### config.mk
export PLATFORM = sky130hd
export DESIGN_NAME = pipe_addsub
export DESIGN_NICKNAME = d
export VERILOG_FILES = /design/src/rtl/addsub_pkg.sv /design/src/rtl/addsub_chunk.sv /design/src/rtl/pipe_addsub.sv
export SDC_FILE = /design/constraint.sdc
export NUM_CORES = 1
export LEC_CHECK = 0
export ABC_AREA = 1
export CAP_MARGIN = 10
export CORE_ASPECT_RATIO = 0.6
export CORE_MARGIN = 2
export CORE_UTILIZATION = 30
export DETAILED_ROUTE_END_ITERATION = 10
export DONT_BUFFER_PORTS = 1
export SYNTH_ARGS = -nofsm -noshare
export SYNTH_HDL_FRONTEND = slang
export SYNTH_SLANG_ARGS = --single-unit
### constraint.sdc
create_clock -name clk -period 2.68 [get_ports clk]
set_input_delay 0.134 -clock clk [delete_from_list [all_inputs] [get_ports clk]]
set_output_delay 0.134 -clock clk [all_outputs]
set_load 0.03 [all_outputs]
### src/rtl/addsub_pkg.sv
// rtl/addsub_pkg.sv - shared types and constant helpers for pipe_addsub
package addsub_pkg;

   localparam int MAX_W = 1024;

   function automatic int chunk_w(input int width, input int stages);
      return width / stages;
   endfunction

   function automatic logic [MAX_W-1:0] signed_max(input int width);
      logic [MAX_W-1:0] v;
      v = '0;
      for (int i = 0; i < width - 1; i++) v[i] = 1'b1;
      return v;
   endfunction

   function automatic logic [MAX_W-1:0] signed_min(input int width);
      logic [MAX_W-1:0] v;
      v = '0;
      v[width-1] = 1'b1;
      return v;
   endfunction

   // Per-stage control payload; operand and partial-sum chunks live in the top's skew/deskew arrays
   typedef struct packed {
      logic valid;
      logic sat;
      logic a_msb;
      logic bp_msb;
   } stage_ctrl_t;

endpackage

### src/rtl/addsub_chunk.sv
// rtl/addsub_chunk.sv - one carry-chain slice with registered sum and carry
module addsub_chunk
   import addsub_pkg::*;
#(
   parameter int CW = 16
) (
   input  logic          clk,
   input  logic          rst_n,
   input  logic          en,
   input  logic [CW-1:0] a,
   input  logic [CW-1:0] b,
   input  logic          ci,
   output logic [CW-1:0] s,
   output logic          co
);

   logic [CW:0] add_w;

   assign add_w = {1'b0, a} + {1'b0, b} + {{CW{1'b0}}, ci};

   always_ff @(posedge clk or negedge rst_n) begin
      if (!rst_n) begin
         s  <= '0;
         co <= 1'b0;
      end else if (en) begin
         s  <= add_w[CW-1:0];
         co <= add_w[CW];
      end
   end

endmodule

### src/rtl/pipe_addsub.sv
// rtl/pipe_addsub.sv - pipelined add/sub with stream handshake; ADDSUB_SAT_EN adds a sat port
module pipe_addsub
   import addsub_pkg::*;
#(
   parameter int WIDTH  = 32,
   parameter int STAGES = 2
) (
   input  logic             clk,
   input  logic             rst_n,
   input  logic             clr,
   input  logic             in_valid,
   output logic             in_ready,
   input  logic [WIDTH-1:0] a,
   input  logic [WIDTH-1:0] b,
   input  logic             cin,
   input  logic             sub,
`ifdef ADDSUB_SAT_EN
   input  logic             sat,
`endif
   output logic             out_valid,
   input  logic             out_ready,
   output logic [WIDTH-1:0] sum,
   output logic             cout,
   output logic             ovf
);

   localparam int CW  = chunk_w(WIDTH, STAGES);
   localparam int MSB = WIDTH - 1;
   localparam logic [MAX_W-1:0] SMAX_F = signed_max(WIDTH);
   localparam logic [MAX_W-1:0] SMIN_F = signed_min(WIDTH);
   localparam logic [WIDTH-1:0] SMAX   = SMAX_F[WIDTH-1:0];
   localparam logic [WIDTH-1:0] SMIN   = SMIN_F[WIDTH-1:0];

   logic             sat_in;
   logic             adv;
   logic [WIDTH-1:0] bp;
   logic             c0;

   stage_ctrl_t      ctl_q [STAGES];
   logic [WIDTH-1:0] a_sk  [STAGES];
   logic [WIDTH-1:0] bp_sk [STAGES];
   logic [WIDTH-1:0] lo_q  [STAGES];
   logic [WIDTH-1:0] res_w [STAGES];
   logic [CW-1:0]    s_c   [STAGES];
   logic             co_c  [STAGES];

   stage_ctrl_t      ctl_last;
   logic [WIDTH-1:0] sum_raw;

`ifdef ADDSUB_SAT_EN
   assign sat_in = sat;
`else
   assign sat_in = 1'b0;
`endif

   assign adv      = !out_valid || out_ready;
   assign in_ready = adv;
   assign bp       = sub ? ~b : b;
   assign c0       = sub ? ~cin : cin;

   // Chunk k consumes the operands delayed k cycles and the carry registered by chunk k-1
   for (genvar k = 0; k < STAGES; k++) begin : g_chunk
      logic [CW-1:0] a_in;
      logic [CW-1:0] b_in;
      logic          c_in;

      if (k == 0) begin : g_first
         assign a_in = a[CW-1:0];
         assign b_in = bp[CW-1:0];
         assign c_in = c0;
      end else begin : g_rest
         assign a_in = a_sk[k-1][k*CW +: CW];
         assign b_in = bp_sk[k-1][k*CW +: CW];
         assign c_in = co_c[k-1];
      end

      addsub_chunk #(.CW(CW)) u_chunk (
         .clk   (clk),
         .rst_n (rst_n),
         .en    (adv),
         .a     (a_in),
         .b     (b_in),
         .ci    (c_in),
         .s     (s_c[k]),
         .co    (co_c[k])
      );
   end

   always_ff @(posedge clk or negedge rst_n) begin
      if (!rst_n) begin
         for (int k = 0; k < STAGES; k++) begin
            ctl_q[k] <= '0;
            a_sk[k]  <= '0;
            bp_sk[k] <= '0;
            lo_q[k]  <= '0;
         end
      end else begin
         if (adv) begin
            ctl_q[0] <= '{valid: in_valid, sat: sat_in, a_msb: a[MSB], bp_msb: bp[MSB]};
            a_sk[0]  <= a;
            bp_sk[0] <= bp;
            lo_q[0]  <= '0;
            for (int k = 1; k < STAGES; k++) begin
               ctl_q[k] <= ctl_q[k-1];
               a_sk[k]  <= a_sk[k-1];
               bp_sk[k] <= bp_sk[k-1];
               lo_q[k]  <= res_w[k-1];
            end
         end
         // Flush wins over advance: only the valid bits are cleared, data may stay stale
         if (clr) begin
            for (int k = 0; k < STAGES; k++) ctl_q[k].valid <= 1'b0;
         end
      end
   end

   always_comb begin
      for (int k = 0; k < STAGES; k++) begin
         res_w[k] = (k == 0) ? '0 : lo_q[k];
         res_w[k][k*CW +: CW] = s_c[k];
      end
   end

   assign ctl_last  = ctl_q[STAGES-1];
   assign sum_raw   = res_w[STAGES-1];
   assign out_valid = ctl_last.valid;
   assign cout      = co_c[STAGES-1];
   assign ovf       = (ctl_last.a_msb == ctl_last.bp_msb) && (sum_raw[MSB] != ctl_last.a_msb);
   assign sum       = (ctl_last.sat && ovf) ? (ctl_last.a_msb ? SMIN : SMAX) : sum_raw;

endmodule

==> flow_summary.toml, run 1 <==
[global_route]
use_met1_pct = 25.5
use_met3_pct = 7.59
grt_pass1_wl_microns = 23800
antenna_found_initial = 0
grt_usage_pct = 16.4
grt_max_degree = 107
grtUsageMet2_pct = 19.9
grt-ovfl-total = 0
top_usage_layer = "met1"
grt_pass1_vias = 4328

[synthesis]
syn_inst = 745
syn_area_per_cell_sq_um = 7.25
syn_area_sq_mm = 0.00540
synth.area.top_cells = "dfrtp_1, nand2_1, ha_1"
synth_cell_types = 29
synth_area_leader_cell = "dfrtp_1"
synthesis.nets = 850
synth_top_area_share_pct = 39.8
seq_area_frac_synth_pct = 39.8
ys_warn_count = 0
synth_seq_cells = 86

[routing]
routed_wl_microns = 14800
firstDrtPassIters = 5
num_vias = 4558
wire_per_inst_microns = 14.5
antenna_left = 0
drt_iter0_markers = 360
drc = 0
via_per_inst = 4.47

[die]
die_area_sq_mm = 0.0191
rows = 37
fp.dieW_microns = 177
die_y_microns = 108
core_sq_mm = 0.0174
ioPinCount = 107
start_util_pct = 31.1

[placement]
hpwl_microns = 11100
placed_cell_area_sq_mm = 0.00563
dpl.cell_count = 960
io_buffers = 0
gp_congestion = 0.937

[final_layout]
nets = 885
layout_common_cells = "nand2_1, dfrtp_1, inv_1"
drive_gt1_share_pct = 4.46
post_layout_nonfiller_instances = 1019
antenna_cells = 0
num-fill-cells = 1840
fin_util_pct = 36.7
layout_commonest_cell = "nand2_1"
area_growth_pct = 18.1
design_area_sq_mm = 0.00638

[cts]
clk_pin_slew_ns = 0.07
cts_resized = 0
clockBufferDepth = 2
postCtsSetupRepairBufs = 0
clk_latency_ns = 0.34
tritoncts = "done"
clockRootBuffer = "clkbuf_16"
cts_inserted_buffers = 9
htreeDepth = 3
numClockSinks = 86

[sta]
finalSetupTns_ns = 0
setup_viol = 0
hold_viol_final = 0
final_max_slew_viol_count = 0
worst_clock_skew_ns = 0.0128
finalCritPeriodShare_pct = 78.2
min_period_ns = 2.10
fmax_mhz = 477
relSlewSlack_pct = 56.5
tightest_slew_ns = 0.650
rsz0062_at_grt = "false"

[worst_setup_path]
worstPathRequired_ns = 2.91
worstSetupPathType = "reg -> reg"
cp_max_fo = 4
r2r_setup_slack_ns = 0.58
critical_path_arrival_ns = 2.33
critPathLaunchType = "register"
worstReg2RegStart = "a_sk[48]"
reg2reg_depth = 9
rr_endpoint = "g_chunk[1].u_chunk.s[6]"
endpoint_kind = "register"

[min_path]
hold_depth = 2
worstHoldStart = "sub"
hold_end = "bp_sk[50]"
min_path_type = "in -> reg"

[status]
status = "finished, final reports clean"

[pwr]
clockPowerShare_pct = 27.4
p_comb_share_pct = 25.6
p_int_w = 0.00278
peakVddDrop_v = 0.000365
powerDensity_mw_per_mm2 = 735
power_switching_w = 0.00191
leakage_nw = 3.29
switching_share_pct = 40.7
seqPwrFrac_pct = 47.0

[run]
drv_cap = 0
stage by stage:
| step | hold slack [ns] | power, W | setup slack (ns) |
|---|---|---|---|
| 2_1_floorplan | -0.162 | 0.00296 | 0.680 |
| 3_3_place_gp | -0.159 | 0.00332 | 0.652 |
| 3_5_place_dp | -0.160 | 0.00333 | 0.603 |
| 4_1_cts | 0.00254 | 0.00475 | 0.576 |
| 5_1_grt | 0.0107 | 0.00505 | 0.374 |
| 6_report | 0.00739 | 0.00469 | 0.584 |
routing by layer:
layer | vias up | routed length (microns) | part of all wire, %
met2 | 132 | 5170 | 35
li1 | 2371 | - | -
met5 | - | 0 | 0
met4 | 0 | 73 | 0.49
met3 | 8 | 1850 | 12
met1 | 2047 | 7740 | 52
cells in the mapped netlist, drive strengths merged:
cell type and count:
clkbuf 7, ha 30, o21ai 29, and2 2
a21oi 19, nand3 38, nand4 3, buf 15
inv 84, a211oi 1, nand3b 5, xor2 17
nor3 6, fa 4, nor2 33, a31oi 2
nand2 334, dfrtp 86, or2 7, xnor2 23
power groups by stage:
stage | Combinational [W] | Sequential (W) | Clock, W
2_1_floorplan | 0.000870 | 0.00209 | 0
3_5_place_dp | 0.00110 | 0.00224 | 0
5_1_grt | 0.00140 | 0.00227 | 0.00139
4_1_cts | 0.00120 | 0.00221 | 0.00134
3_3_place_gp | 0.00108 | 0.00223 | 0
6_report | 0.00120 | 0.00220 | 0.00129
cells by family after synthesis:
logic type	Yosys count	share of synthesized area, %
flip-flops	86	39.8
AND/OR/NAND/NOR	428	32.6
AO/OA/AOI/OAI	51	4.82
XOR/XNOR	40	6.49
adder cells (fa/ha/maj)	34	8.43
buffers and inverters	106	7.85
critical path, cell delays in order, from the launching register on:
cell      delay, ns
dfrtp_1        0.40
fa_1           0.50
fa_1           0.42
nand2_2        0.10
nand2_2        0.06
nand3b_1       0.08
nand2_1        0.10
or2_0          0.21
nand3_1        0.07
nand2_1        0.05
sequential cells by signal, indices dropped and copies added, names as in the netlist:
name                cells
ctl_last                2
bp_sk                  15
a_sk                   15
g_chunk.u_chunk.s      32
g_chunk.u_chunk.co      2
lo_q                   16
out_valid               1
ctl_q                   3
repair_timing:
| action | in CTS | in global routing |
|---|---|---|
| hold endpoints to repair | 116 | 0 |
| hold buffers | 43 | 0 |
| endpoints found under the setup margin | 0 | 0 |
layout make-up:
type	count	area [sq um]	area share (%)
multi-input combinational	553	2830	44.3
clock inverter	6	68.8	1.08
timing repair buffer	46	495	7.77
clock buffer	10	229	3.59
inverter	84	315	4.94
sequential	86	2150	33.7
tap	234	293	4.59
how the worst max path moves through the flow:
stage,depth (start not counted),slack (ns),start,endpoint
after CTS,9,0.58,a_sk[48],g_chunk[1].u_chunk.s[6]
after global routing,9,0.37,a_sk[48],g_chunk[1].u_chunk.s[6]
after floorplan,14,0.68,sub,g_chunk[0].u_chunk.s[12]
after global placement,9,0.65,a_sk[48],g_chunk[1].u_chunk.s[6]
final,9,0.58,a_sk[48],g_chunk[1].u_chunk.s[6]
after detailed placement,9,0.60,a_sk[48],g_chunk[1].u_chunk.s[6]
No activity file was read; power rests on OpenSTA's default activity.
==> run 2: changes to the inputs <==
--- a/config.mk
+++ b/config.mk
@@ -5,7 +5,7 @@
 export SDC_FILE = /design/constraint.sdc
 export NUM_CORES = 1
 export LEC_CHECK = 0
-export ABC_AREA = 1
+export ABC_AREA = 0
 export CAP_MARGIN = 10
 export CORE_ASPECT_RATIO = 0.6
 export CORE_MARGIN = 2
==> constraint.sdc (replaced) <==
create_clock -name clk -period 1.96 [get_ports clk]
set_input_delay 0.098 -clock clk [delete_from_list [all_inputs] [get_ports clk]]
set_output_delay 0.098 -clock clk [all_outputs]
set_load 0.03 [all_outputs]
==> run 2 against run 1 <==
Effect of this change:
- the run now ends with hold timing, setup timing left
- design area increased by 5.8%
- largest power group unchanged
- highest routed layer unchanged
- critical path depth fell by 1
- sequential power increased by 36%
==> flow_summary.toml, run 2 <==
[final_layout]
antenna_cells = 0
fin_util_pct = 41.4
layout_common_cells = "nand2_1, dfrtp_1, dlygate4sd3_1"
nets = 763
regMostFlops = "g_chunk.u_chunk.s"
layout_commonest_cell = "nand2_1"
largest_reg_flops = 32
design_area_sq_mm = 0.00675
drive_gt1_share_pct = 18.0
area_growth_pct = 34.3
top_regs = "g_chunk.u_chunk.s (32), lo_q (16)"

[cts]
clockRootBuffer = "clkbuf_16"
clk_latency_ns = 0.34
clockBufferDepth = 2
clk_pin_slew_ns = 0.06
tritoncts = "done"
postCtsHoldBufs = 49
numClockSinks = 86
htreeDepth = 3
cts_inserted_buffers = 9

[global_route]
grt-ovfl-total = 0
antenna_found_initial = 0
grt_max_degree = 87
grt_pass1_vias = 4293
grt_usage_pct = 15.6
grt_pass1_wl_microns = 22000

[placement]
dp_slack_ns = -0.575
io_buffers = 0
gp_congestion = 0.833
placed_cell_area_sq_mm = 0.00560
hpwl_microns = 9470

[worst_setup_path]
worstSetupPathType = "reg -> reg"
r2r_setup_slack_ns = -0.58
endpoint_kind = "register"
cp_max_fo = 2
worstPathRequired_ns = 2.19
critPathLaunchType = "register"
critical_path_arrival_ns = 2.77

[sta]
hold_viol_final = 86
relSlewSlack_pct = 62.3
setup_viol = 11
rsz0062_at_grt = "true"
layout_setup_ws_ns = -0.576
tightest_slew_ns = 0.562
final_max_slew_viol_count = 0
min_period_ns = 2.54
holdWs_ns = -0.551
finalCritPeriodShare_pct = 129
worst_clock_skew_ns = 0.00784
fmax_mhz = 394

[synthesis]
synth_top_family_by_area = "simple AND/OR/NAND/NOR gates"
synthMuxAreaShare_pct = 0
synthesis.nets = 674
synth.area.top_cells = "dfrtp_1, nand2_1, ha_1"
synth_most_common_cell = "nand2_1"
synth_xor_area_share_pct = 8.89
synth_edf_count = 0
synthAdderAreaFrac_pct = 9.06
synth_seq_cells = 86
syn_area_sq_mm = 0.00503
ys_async_sr_fraction_pct = 100
seq_area_frac_synth_pct = 42.8
ys.flop_type = "dfrtp_1"
ys_warn_count = 0
synth_area_leader_cell = "dfrtp_1"
syn_inst = 569
yosys.area_share.simple_pct = 21.0
synth_compound_area_share_pct = 14.7
synth_commonest_cells = "nand2_1, dfrtp_1, o21ai_0"
synth_top_area_share_pct = 42.8
syn_area_per_cell_sq_um = 8.84
synth_cell_types = 50

[routing]
wire_per_inst_microns = 15.7
num_vias = 4308
firstDrtPassIters = 4
antenna_left = 0
via_per_inst = 4.85
drt_iter0_markers = 290
drc = 0
routed_wl_microns = 13900

[status]
status = "finished, violations left"
failed_checks = "hold timing, setup timing"

[die]
core_sq_mm = 0.0163
rows = 36
die_area_sq_mm = 0.0178
start_util_pct = 30.8
ioPinCount = 107
die_y_microns = 104
fp.dieW_microns = 171

[pwr]
p_total_w = 0.00668
peakVddDrop_v = 0.000376
powerDensity_mw_per_mm2 = 989
leakage_nw = 2.97

[min_path]
min_path_type = "in -> async"

[run]
drv_cap = 0
[run 2: layer usage]
metal	vias to the layer above	global-route usage, %	wire [microns]
li1	2115	-	-
met1	2094	22.5	6880
met2	90	22.5	6070
met3	9	5.52	879
met4	0	3.21	105
met5	-	0	0
[run 2: cell families (layout without fill, tap and decap cells)]
group / count (synthesis) / count (layout)
compound gates: 120 / 120
flops: 86 / 86
xor+xnor: 51 / 51
simple gates: 241 / 241
fa+ha+maj: 34 / 34
buf+inv: 37 / 128
[run 2: stage by stage]
| step | instances | TNS (ns) |
|---|---|---|
| floorplan | 569 | -1.89 |
| global placement | 813 | -3.09 |
| detailed placement | 813 | -4.20 |
| CTS | 880 | -2.94 |
| global route | 888 | -4.58 |
| finish | 888 | -3.57 |
[run 2: final timing paths]
check	cells past startpoint	to	startpoint
setup / recovery	8	g_chunk[1].u_chunk.s[12]	a_sk[48]
hold reg to reg	2	lo_q[7]	g_chunk[0].u_chunk.s[7]
setup reg to reg	8	g_chunk[1].u_chunk.s[12]	a_sk[48]
min in group clk	2	bp_sk[49]	sub
max in group asynchronous	0	g_chunk[0].u_chunk.s[6]	rst_n
hold / removal	0	a_sk[56]	rst_n
[run 2: final cells by class]
type | instances | area, sq um
clock buffer | 11 | 243
clock inverter | 2 | 35.0
fill | 1622 | 9560
inverter | 8 | 30.0
multi-input combinational | 446 | 3010
sequential | 86 | 2150
tap | 228 | 285
timing repair buffer | 107 | 997
[run 2: report_power, final]
| part | switching [W] | leakage [nW] | internal [W] |
|---|---|---|---|
| combinational | 0.000974 | 1.82 | 0.00101 |
| clock | 0.000690 | 0.137 | 0.00100 |
| sequential | 0.000815 | 1.01 | 0.00219 |
| total | 0.00248 | 2.97 | 0.00420 |
[run 2: critical path: stages, from the launching register on]
cell and delay, ns:
dfrtp_1 0.40, fa_2 0.41, fa_2 0.36, a21o_4 0.24
a31oi_4 0.17, or3_4 0.15, nand2_2 0.06, or4_4 0.42
a32o_1 0.23
[run 2: what timing repair did]
| item | CTS | global route |
|---|---|---|
| pin swaps | 19 | 14 |
| gates resized for setup | 18 | 35 |
| buffers inserted | 6 | 9 |
| endpoints found under the setup margin | 12 | 16 |
| hold endpoints to repair | 120 | 86 |
==> run 3: changes to the inputs <==
--- a/config.mk
+++ b/config.mk
@@ -10,6 +10,7 @@
 export CORE_ASPECT_RATIO = 0.6
 export CORE_MARGIN = 2
 export CORE_UTILIZATION = 30
+export CTS_BUF_LIST = sky130_fd_sc_hd__clkbuf_16
 export DETAILED_ROUTE_END_ITERATION = 10
 export DONT_BUFFER_PORTS = 1
 export SYNTH_ARGS = -nofsm -noshare
==> run 3 against run 2 <==
Effect of this change:
- the run still ends with hold timing, setup timing left
- register-to-register slack about the same
- fmax decreased by 0.12%
- sequential power about the same
- utilization decreased by 0.061 points
- setup slack got worse by 0.0030 ns
- final cell count unchanged
- clock power decreased by 3%
- design area decreased by 0.15%
- die area unchanged
- non-clock buffer count unchanged
- critical endpoint unchanged
- largest cell class unchanged
==> flow_summary.toml, run 3 (synthesis gave the netlist of run 2 again) <==
[status]
status = "finished, violations left"
failed_checks = "hold timing, setup timing"

[sta]
finalSetupTns_ns = -3.59
fmax_mhz = 394
relSlewSlack_pct = 62.3
min_period_ns = 2.54
final_max_slew_viol_count = 0
finalCritPeriodShare_pct = 130
setup_viol = 11
tightest_slew_ns = 0.563
hold_viol_final = 86
holdWs_ns = -0.550
layout_setup_ws_ns = -0.579
worst_clock_skew_ns = 0.00688
rsz0062_at_grt = "true"

[die]
rows = 36
core_sq_mm = 0.0163
ioPinCount = 107
start_util_pct = 30.8
die_y_microns = 104
fp.dieW_microns = 171
die_area_sq_mm = 0.0178

[worst_setup_path]
worstPathRequired_ns = 2.19
critPathLaunchType = "register"
r2r_setup_slack_ns = -0.58
endpoint_kind = "register"
worstReg2RegStart = "a_sk[48]"
rr_endpoint = "g_chunk[1].u_chunk.s[12]"
critical_path_arrival_ns = 2.77
reg2reg_depth = 8
crit_start = "a_sk[48]"
worstSetupPathType = "reg -> reg"
cp_max_fo = 2

[cts]
cts_inserted_buffers = 9
clk_pin_slew_ns = 0.06
numClockSinks = 86
tritoncts = "done"
postCtsHoldBufs = 49
htreeDepth = 3
clk_latency_ns = 0.34
clockRootBuffer = "clkbuf_16"
clockBufferDepth = 2

[min_path]
min_path_type = "in -> async"

[routing]
drt_iter0_markers = 277
via_per_inst = 4.88
drc = 0
wire_per_inst_microns = 15.7
num_vias = 4331
firstDrtPassIters = 4
antenna_left = 0
routed_wl_microns = 13900

[final_layout]
num-fill-cells = 1619
fin_util_pct = 41.3
antenna_cells = 0
nets = 763
top_regs = "g_chunk.u_chunk.s (32), lo_q (16)"
area_growth_pct = 34.1
layout_commonest_cell = "nand2_1"
layout_common_cells = "nand2_1, dfrtp_1, dlygate4sd3_1"
largest_reg_flops = 32
regMostFlops = "g_chunk.u_chunk.s"
drive_gt1_share_pct = 17.9
design_area_sq_mm = 0.00674

[pwr]
leakage_nw = 2.97
peakVddDrop_v = 0.000374
p_total_w = 0.00663
powerDensity_mw_per_mm2 = 984

[global_route]
grt-ovfl-total = 0
grt_pass1_wl_microns = 22000
grt_max_degree = 87
grt_pass1_vias = 4293
antenna_found_initial = 0
grt_usage_pct = 15.6

[placement]
placed_cell_area_sq_mm = 0.00560
io_buffers = 0
hpwl_microns = 9470
gp_congestion = 0.833

[run]
drv_cap = 0
## run 3: how the worst max path moves through the flow
| stage | to | slack [ns] | depth (start not counted) |
|---|---|---|---|
| 5_1_grt | g_chunk[1].u_chunk.s[12] | -0.64 | 8 |
| 6_report | g_chunk[1].u_chunk.s[12] | -0.58 | 8 |
| 4_1_cts | g_chunk[1].u_chunk.s[12] | -0.53 | 8 |
| 2_1_floorplan | g_chunk[1].u_chunk.s[12] | -0.51 | 8 |
| 3_3_place_gp | g_chunk[1].u_chunk.s[12] | -0.53 | 8 |
| 3_5_place_dp | g_chunk[1].u_chunk.s[12] | -0.57 | 8 |
## run 3: layout make-up
| class | instances | area (sq um) | area share [%] |
|---|---|---|---|
| Multi-Input combinational cell | 446 | 3010 | 44.6 |
| Inverter | 8 | 30.0 | 0.446 |
| Sequential cell | 86 | 2150 | 31.9 |
| Clock inverter | 4 | 42.5 | 0.631 |
| Tap cell | 228 | 285 | 4.23 |
| Timing Repair Buffer | 107 | 997 | 14.8 |
| Clock buffer | 9 | 225 | 3.34 |
## run 3: worst max-delay path, cell delays in order, from the launching register on
cell and delay, ns:
dfrtp_1 0.40, fa_2 0.41, fa_2 0.36, a21o_4 0.24, a31oi_4 0.17, or3_4 0.15, nand2_2 0.06, or4_4 0.42
a32o_1 0.23
## run 3: timing repair
| action | CTS | global route |
|---|---|---|
| pin swaps | 19 | 14 |
| endpoints found under the setup margin | 12 | 16 |
| hold endpoints to repair | 120 | 86 |
| setup buffers | 6 | 9 |
| cloned | 0 | 0 |
| gates resized for setup | 18 | 35 |
## run 3: metrics by stage
step	hold slack [ns]	std cells	worst slack (ns)
2_1_floorplan	-0.198	569	-0.507
3_3_place_gp	-0.195	813	-0.531
3_5_place_dp	-0.195	813	-0.575
4_1_cts	-0.569	880	-0.529
5_1_grt	-0.574	888	-0.636
6_report	-0.550	888	-0.579
## run 3: report_power, final
part | internal (W) | switching (W)
clock | 0.000956 | 0.000688
sequential | 0.00219 | 0.000815
combinational | 0.00101 | 0.000974
total | 0.00415 | 0.00248
## run 3: metal layers
layer	share of wire (%)	vias to the layer above	GRT usage [%]	wire, microns
met3	6.1	9	5.52	849
met1	49	2108	22.5	6900
met5	0	-	0	0
met2	44	98	22.4	6090
li1	-	2116	-	-
met4	0.76	0	3.21	106
